[src/rtl/cella_access_ctrl.sv]
// cella_access_ctrl
//
// Sequencer in front of the array row decoder. Accepts one host command at a
// time (write, CAM search, MAC read), drives the decoder control bundle for
// the required number of cycles, ends search/MAC accesses on the self-timed
// dummy-row completion (or a timeout), returns the sensed result on a
// valid/ready response channel, and precharges (cs=0) between operations.
//
// Parameters
//   WR_CYCLES  : cycles w_en/cs are held in ACT for a write (>=1)
//   PRE_CYCLES : cycles cs=0 after each operation (>=1)
//   TIMEOUT    : max ACT cycles waiting for dummy_done (>=1)
//
// Ports
//   clk, rst                 : clock, synchronous active-high reset
//   cmd_valid/cmd_ready      : command handshake
//   cmd_op                   : 00 write, 01 CAM search, 10 MAC, 11 illegal
//   cmd_addr, cmd_data       : row address, write data / search key
//   cmd_rbar                 : MAC polarity
//   dummy_done, array_out    : dummy-row completion level, array sense result
//   cs, w_en, MAC_en,
//   read_bar, addr, data     : decoder control bundle (all registered)
//   rsp_valid/rsp_ready      : response handshake
//   rsp_data, rsp_err        : captured result, timeout/illegal-op flag

module cella_access_ctrl #(
  parameter int unsigned WR_CYCLES  = 2,
  parameter int unsigned PRE_CYCLES = 1,
  parameter int unsigned TIMEOUT    = 15
) (
  input  logic       clk,
  input  logic       rst,
  input  logic       cmd_valid,
  output logic       cmd_ready,
  input  logic [1:0] cmd_op,
  input  logic [1:0] cmd_addr,
  input  logic [3:0] cmd_data,
  input  logic       cmd_rbar,
  input  logic       dummy_done,
  input  logic [3:0] array_out,
  output logic       cs,
  output logic       w_en,
  output logic       MAC_en,
  output logic       read_bar,
  output logic [1:0] addr,
  output logic [3:0] data,
  output logic       rsp_valid,
  input  logic       rsp_ready,
  output logic [3:0] rsp_data,
  output logic       rsp_err
);

  // Counter wide enough for the largest load value, never narrower than 4 bits.
  localparam int unsigned MaxWp   = (WR_CYCLES > PRE_CYCLES) ? WR_CYCLES : PRE_CYCLES;
  localparam int unsigned MaxAll  = (MaxWp > TIMEOUT) ? MaxWp : TIMEOUT;
  localparam int unsigned CntWRaw = $clog2(MaxAll + 1);
  localparam int unsigned CntW    = (CntWRaw < 4) ? 4 : CntWRaw;

  localparam logic [CntW-1:0] WrLoad  = CntW'(WR_CYCLES);
  localparam logic [CntW-1:0] PreLoad = CntW'(PRE_CYCLES);
  localparam logic [CntW-1:0] ToLoad  = CntW'(TIMEOUT);
  localparam logic [CntW-1:0] CntOne  = CntW'(1);
  localparam logic [CntW-1:0] CntZero = '0;

  localparam logic [1:0] OpWrite = 2'b00;
  localparam logic [1:0] OpMac   = 2'b10;
  localparam logic [1:0] OpIll   = 2'b11;

  typedef enum logic [2:0] {
    StPre,
    StIdle,
    StSetup,
    StAct,
    StResp
  } state_e;

  state_e          state_q, state_d;
  logic [CntW-1:0] cnt_q, cnt_d;

  logic       cmd_ready_q, cmd_ready_d;
  logic       cs_q, cs_d;
  logic       w_en_q, w_en_d;
  logic       mac_en_q, mac_en_d;
  logic       read_bar_q, read_bar_d;
  logic [1:0] addr_q, addr_d;
  logic [3:0] data_q, data_d;
  logic       rsp_valid_q, rsp_valid_d;
  logic [3:0] rsp_data_q, rsp_data_d;
  logic       rsp_err_q, rsp_err_d;

  logic cmd_fire;
  logic rsp_fire;
  logic cnt_last;

  assign cmd_fire = cmd_valid & cmd_ready_q;
  assign rsp_fire = rsp_valid_q & rsp_ready;
  assign cnt_last = (cnt_q <= CntOne);

  // State and output registers.
  always_ff @(posedge clk) begin
    if (rst) begin
      state_q     <= StPre;
      cnt_q       <= PreLoad;
      cmd_ready_q <= 1'b0;
      cs_q        <= 1'b0;
      w_en_q      <= 1'b0;
      mac_en_q    <= 1'b0;
      read_bar_q  <= 1'b0;
      addr_q      <= 2'b00;
      data_q      <= 4'h0;
      rsp_valid_q <= 1'b0;
      rsp_data_q  <= 4'h0;
      rsp_err_q   <= 1'b0;
    end else begin
      state_q     <= state_d;
      cnt_q       <= cnt_d;
      cmd_ready_q <= cmd_ready_d;
      cs_q        <= cs_d;
      w_en_q      <= w_en_d;
      mac_en_q    <= mac_en_d;
      read_bar_q  <= read_bar_d;
      addr_q      <= addr_d;
      data_q      <= data_d;
      rsp_valid_q <= rsp_valid_d;
      rsp_data_q  <= rsp_data_d;
      rsp_err_q   <= rsp_err_d;
    end
  end

  // Next-state and counter.
  always_comb begin
    state_d = state_q;
    cnt_d   = cnt_q;
    unique case (state_q)
      StPre: begin
        if (cnt_last) begin
          state_d = StIdle;
        end else begin
          cnt_d = cnt_q - CntOne;
        end
      end
      StIdle: begin
        if (cmd_fire) begin
          if (cmd_op == OpIll) begin
            state_d = StResp;
          end else begin
            // Two cycles in SETUP: one to register the controls, one with cs=1
            // so the decoder captures the wordlines before ACT starts.
            state_d = StSetup;
            cnt_d   = CntOne;
          end
        end
      end
      StSetup: begin
        if (cnt_q != CntZero) begin
          cnt_d = cnt_q - CntOne;
        end else begin
          state_d = StAct;
          cnt_d   = w_en_q ? WrLoad : ToLoad;
        end
      end
      StAct: begin
        if (!w_en_q && dummy_done) begin
          state_d = StResp;
        end else if (cnt_last) begin
          state_d = StResp;
        end else begin
          cnt_d = cnt_q - CntOne;
        end
      end
      StResp: begin
        if (rsp_fire) begin
          state_d = StPre;
          cnt_d   = PreLoad;
        end
      end
      default: begin
        state_d = StPre;
        cnt_d   = PreLoad;
      end
    endcase
  end

  // Registered-output next values.
  always_comb begin
    cmd_ready_d = cmd_ready_q;
    cs_d        = cs_q;
    w_en_d      = w_en_q;
    mac_en_d    = mac_en_q;
    read_bar_d  = read_bar_q;
    addr_d      = addr_q;
    data_d      = data_q;
    rsp_valid_d = rsp_valid_q;
    rsp_data_d  = rsp_data_q;
    rsp_err_d   = rsp_err_q;
    unique case (state_q)
      StPre: begin
        cs_d = 1'b0;
        if (cnt_last) begin
          cmd_ready_d = 1'b1;
        end
      end
      StIdle: begin
        cs_d = 1'b0;
        if (cmd_fire) begin
          cmd_ready_d = 1'b0;
          addr_d      = cmd_addr;
          data_d      = cmd_data;
          if (cmd_op == OpIll) begin
            // rsp_valid rises one cycle later, from RESP.
            w_en_d     = 1'b0;
            mac_en_d   = 1'b0;
            read_bar_d = 1'b0;
            rsp_data_d = 4'h0;
            rsp_err_d  = 1'b1;
          end else begin
            w_en_d     = (cmd_op == OpWrite);
            mac_en_d   = (cmd_op == OpMac);
            read_bar_d = (cmd_op == OpMac) & cmd_rbar;
          end
        end
      end
      StSetup: begin
        cs_d = 1'b1;
      end
      StAct: begin
        if (w_en_q) begin
          if (cnt_last) begin
            cs_d        = 1'b0;
            rsp_valid_d = 1'b1;
            rsp_data_d  = 4'h0;
            rsp_err_d   = 1'b0;
          end
        end else if (dummy_done) begin
          cs_d        = 1'b0;
          rsp_valid_d = 1'b1;
          rsp_data_d  = array_out;
          rsp_err_d   = 1'b0;
        end else if (cnt_last) begin
          cs_d        = 1'b0;
          rsp_valid_d = 1'b1;
          rsp_data_d  = 4'h0;
          rsp_err_d   = 1'b1;
        end
      end
      StResp: begin
        cs_d = 1'b0;
        if (!rsp_valid_q) begin
          rsp_valid_d = 1'b1;
        end else if (rsp_ready) begin
          rsp_valid_d = 1'b0;
          w_en_d      = 1'b0;
          mac_en_d    = 1'b0;
          read_bar_d  = 1'b0;
        end
      end
      default: begin
        cmd_ready_d = 1'b0;
        cs_d        = 1'b0;
        rsp_valid_d = 1'b0;
      end
    endcase
  end

  assign cmd_ready = cmd_ready_q;
  assign cs        = cs_q;
  assign w_en      = w_en_q;
  assign MAC_en    = mac_en_q;
  assign read_bar  = read_bar_q;
  assign addr      = addr_q;
  assign data      = data_q;
  assign rsp_valid = rsp_valid_q;
  assign rsp_data  = rsp_data_q;
  assign rsp_err   = rsp_err_q;

endmodule

[config.mk]
export PLATFORM = sky130hd
export DESIGN_NAME = cella_access_ctrl
export DESIGN_NICKNAME = d
export VERILOG_FILES = /design/src/rtl/cella_access_ctrl.sv
export SDC_FILE = /design/constraint.sdc
export NUM_CORES = 1
export LEC_CHECK = 0
export ABC_AREA = 1
export CAP_MARGIN = 15
export CORE_AREA = 5 5 59 61
export DETAILED_ROUTE_END_ITERATION = 16
export DIE_AREA = 0 0 64 66
export PLACE_DENSITY = 0.87
export SLEW_MARGIN = 30
export SYNTH_ARGS = -nofsm -noshare
export SYNTH_HDL_FRONTEND = slang
export SYNTH_SLANG_ARGS = --single-unit
[constraint.sdc]
create_clock -name clk -period 1.8 [get_ports clk]
set_input_delay 0.36 -clock clk [delete_from_list [all_inputs] [get_ports clk]]
set_output_delay 0.36 -clock clk [all_outputs]
set_load 0.05 [all_outputs]
==> out/metrics.yaml <==
sta:
  finalSetupViolCount: 0
  relSlewSlack_pct: 77.5
  period_needed_ns: 1.60
  hold_viol_final: 0
  finalSetupTns_ns: 0
  rsz0062_at_grt: "false"
  holdWs_ns: 0.474
  setup_ws_ns: 0.198
  worst_pin_slew_ns: 0.337
  finClkSkew_ns: 0.00104
  finalCritPeriodShare_pct: 89.0
  max_freq_mhz: 624
  drv_slew: 0
setup_path:
  cp_slowest_cell: "dfxtp_1"
  crit_fanout: 5
  timing.rr.end: "state_q[1]$_SDFFE_PP0P_"
  critical_path_required_ns: 2.03
  reg2reg_depth: 10
  r2r_slack_ns: 0.20
  crit_chain: "inv_1, ha_1, inv_1, nand2_1, nand2_1, nand2_1, nor2_1, nor2_1, a21oi_1, nor2_1"
  cp-end-kind: "flip-flop"
  r2r-start: "cnt_q[0]$_SDFFE_PP1P_"
  critical_path_class: "flip-flop to flip-flop"
  cpPeakStageDelay_ns: 0.41
  path_buf_inv: 2
  crit_arrival_ns: 1.83
  cp_top_family: "simple AND/OR/NAND/NOR gates"
  cp-start-kind: "flip-flop"
finish:
  stdcell_area_um2: 1670
  layout.cells.non_filler: 276
  syn2layout_area_growth_pct: 29.0
  diodes: 0
  fin_util_pct: 57.1
  final_nets: 264
  drive_gt1_share_pct: 16.5
  final_common_cell: "nand2_1"
  final_cell_mix: "60 x nand2_1, 32 x nor2_1, 24 x dfxtp_1"
pwr:
  p_leak_nw: 0.811
  p_per_area_nw_per_um2: 1480
  peakVddDrop_mv: 0.992
  total_power_mw: 2.47
floorplanning:
  rows: 20
  start_util_pct: 44.3
  pin_count: 35
  coreArea_um2: 2930
  fp.dieH_um: 66
  die_area_um2: 4220
  fp.dieW_um: 64
synth:
  ys_ff_latch: 24
  synth_cell_type_count: 20
  synthArstFlopShare_pct: 0
  synth_flop_cell: "dfxtp_1"
  netlist_area_um2: 1300
  syn_nets: 226
  yosys_warnings: 0
  ys_seq_area_share_pct: 37.1
  syn_avg_cell_area_um2: 6.29
  synth_cells: 206
  synth_edf_count: 0
clock_tree:
  numCtsBuffers: 3
  clk_pin_slew_ns: 0.13
  ctsHoldBuffers: 0
  clockRootBuffer: "clkbuf_4"
  cts_setup_buffers: 0
  cts_sinks: 24
  clock_path_buffers: 2
  cts_tree: "done"
  htreeDepth: 1
  clk_latency_ns: 0.31
  post_cts_resized: 0
placed_design:
  preCtsSetupSlack_ns: 0.177
  gp_congestion: 0.904
  dpl.hpwl_mm: 2.41
  numPlacedInstances: 272
  detailed_place.area_um2: 1640
  portBuffers: 34
route:
  viasPerCell: 4.81
  antenna_left: 0
  wl_per_cell_um: 11.1
  vias: 1328
  dr.pass1.iters: 4
  initialDrtViolationCount: 99
  drc_errors: 0
  wl_mm: 3.05
global_routing:
  gr-total-overflow: 0
  grt_usage_pct: 15.5
  grt_pass1_wl_mm: 5.30
  antenna_found_initial: 0
  grt_max_degree: 14
  first_global_vias: 1270
hold_path:
  min_from: "rsp_data[1]$_SDFFE_PP0P_"
  hold_end: "rsp_data[1]$_SDFFE_PP0P_"
  hp-class: "flip-flop to flip-flop"
  hold-path-cell-count: 2
flow_run:
  maxCapViolCount: 0
outcome:
  status: "complete, no violations"
Yosys cell counts, types with 2 or more instances:
| cell | number | share of area (%) |
|---|---|---|
| a21oi_1 | 15 | 5.8 |
| clkbuf_1 | 2 | 0.58 |
| dfxtp_1 | 24 | 37 |
| ha_1 | 2 | 1.9 |
| inv_1 | 20 | 5.8 |
| inv_2 | 6 | 1.7 |
| nand2_1 | 60 | 17 |
| nand2_2 | 4 | 1.9 |
| nand3_1 | 17 | 6.6 |
| nand3_2 | 3 | 2.3 |
| nor2_1 | 32 | 9.3 |
| nor2_2 | 3 | 1.4 |
| o21ai_0 | 11 | 4.2 |
how the worst max path moves through the flow:
stage	start	to	slack (ns)	cells after the start
final	cnt_q[0]$_SDFFE_PP1P_	state_q[1]$_SDFFE_PP0P_	0.20	10
after global placement	cmd_op[0]	rsp_data[3]$_SDFFE_PP0P_	0.18	8
after detailed placement	cmd_op[1]	rsp_data[1]$_SDFFE_PP0P_	0.18	8
after floorplan	w_en$_SDFFE_PP0P_	cnt_q[1]$_SDFFE_PP0P_	0.37	7
after CTS	cnt_q[0]$_SDFFE_PP1P_	state_q[1]$_SDFFE_PP0P_	0.21	11
after global routing	cnt_q[0]$_SDFFE_PP1P_	cnt_q[1]$_SDFFE_PP0P_	0.04	10
flip-flops by register name, summed over array words and instances, names as in the netlist:
signal / count
read_bar: 1
cs: 1
state_q: 3
rsp_err: 1
data: 4
cmd_ready: 1
rsp_data: 4
w_en: 1
MAC_en: 1
addr: 2
rsp_valid: 1
cnt_q: 4
cell type report:
cell class | count | area (um^2)
clock buffers | 4 | 36.3
fillers | 287 | 1260
inverters | 26 | 97.6
multi-input cells | 154 | 711
flip-flops and latches | 24 | 480
well taps | 33 | 41.3
repair buffers | 35 | 305
tightest hold or removal path, cell delays in order (launching register included):
cell and delay (ns):
dfxtp_1 0.33, nand2_1 0.06, a21oi_1 0.05
logic make-up (layout without fill, tap and decap cells):
family	Yosys count	count (layout)	synth area share (%)
buffers and inverters	28	65	8.11
adders and majority gates	2	2	1.93
DFF	24	24	37.1
AOI/OAI and AO/OA	28	28	11.2
and+or+nand+nor	124	124	41.7
metal layers:
layer  global-route usage (%)  wire (um)  share of wire, %  vias to the layer above
met5                        0          0                 0                        -
met4                     6.23         48               1.6                        0
met3                     2.55        144               4.7                        4
met2                     26.4       1470                48                       31
met1                     19.2       1390                45                      567
li1                         -          -                 -                      726
power by group:
part	leakage (nW)	internal (mW)	switching [mW]
registers	0.195	0.644	0.114
clock network	0.0210	0.124	0.159
logic	0.595	0.475	0.956
total	0.811	1.24	1.23
Note: power is estimated with default switching activity, not from simulation.
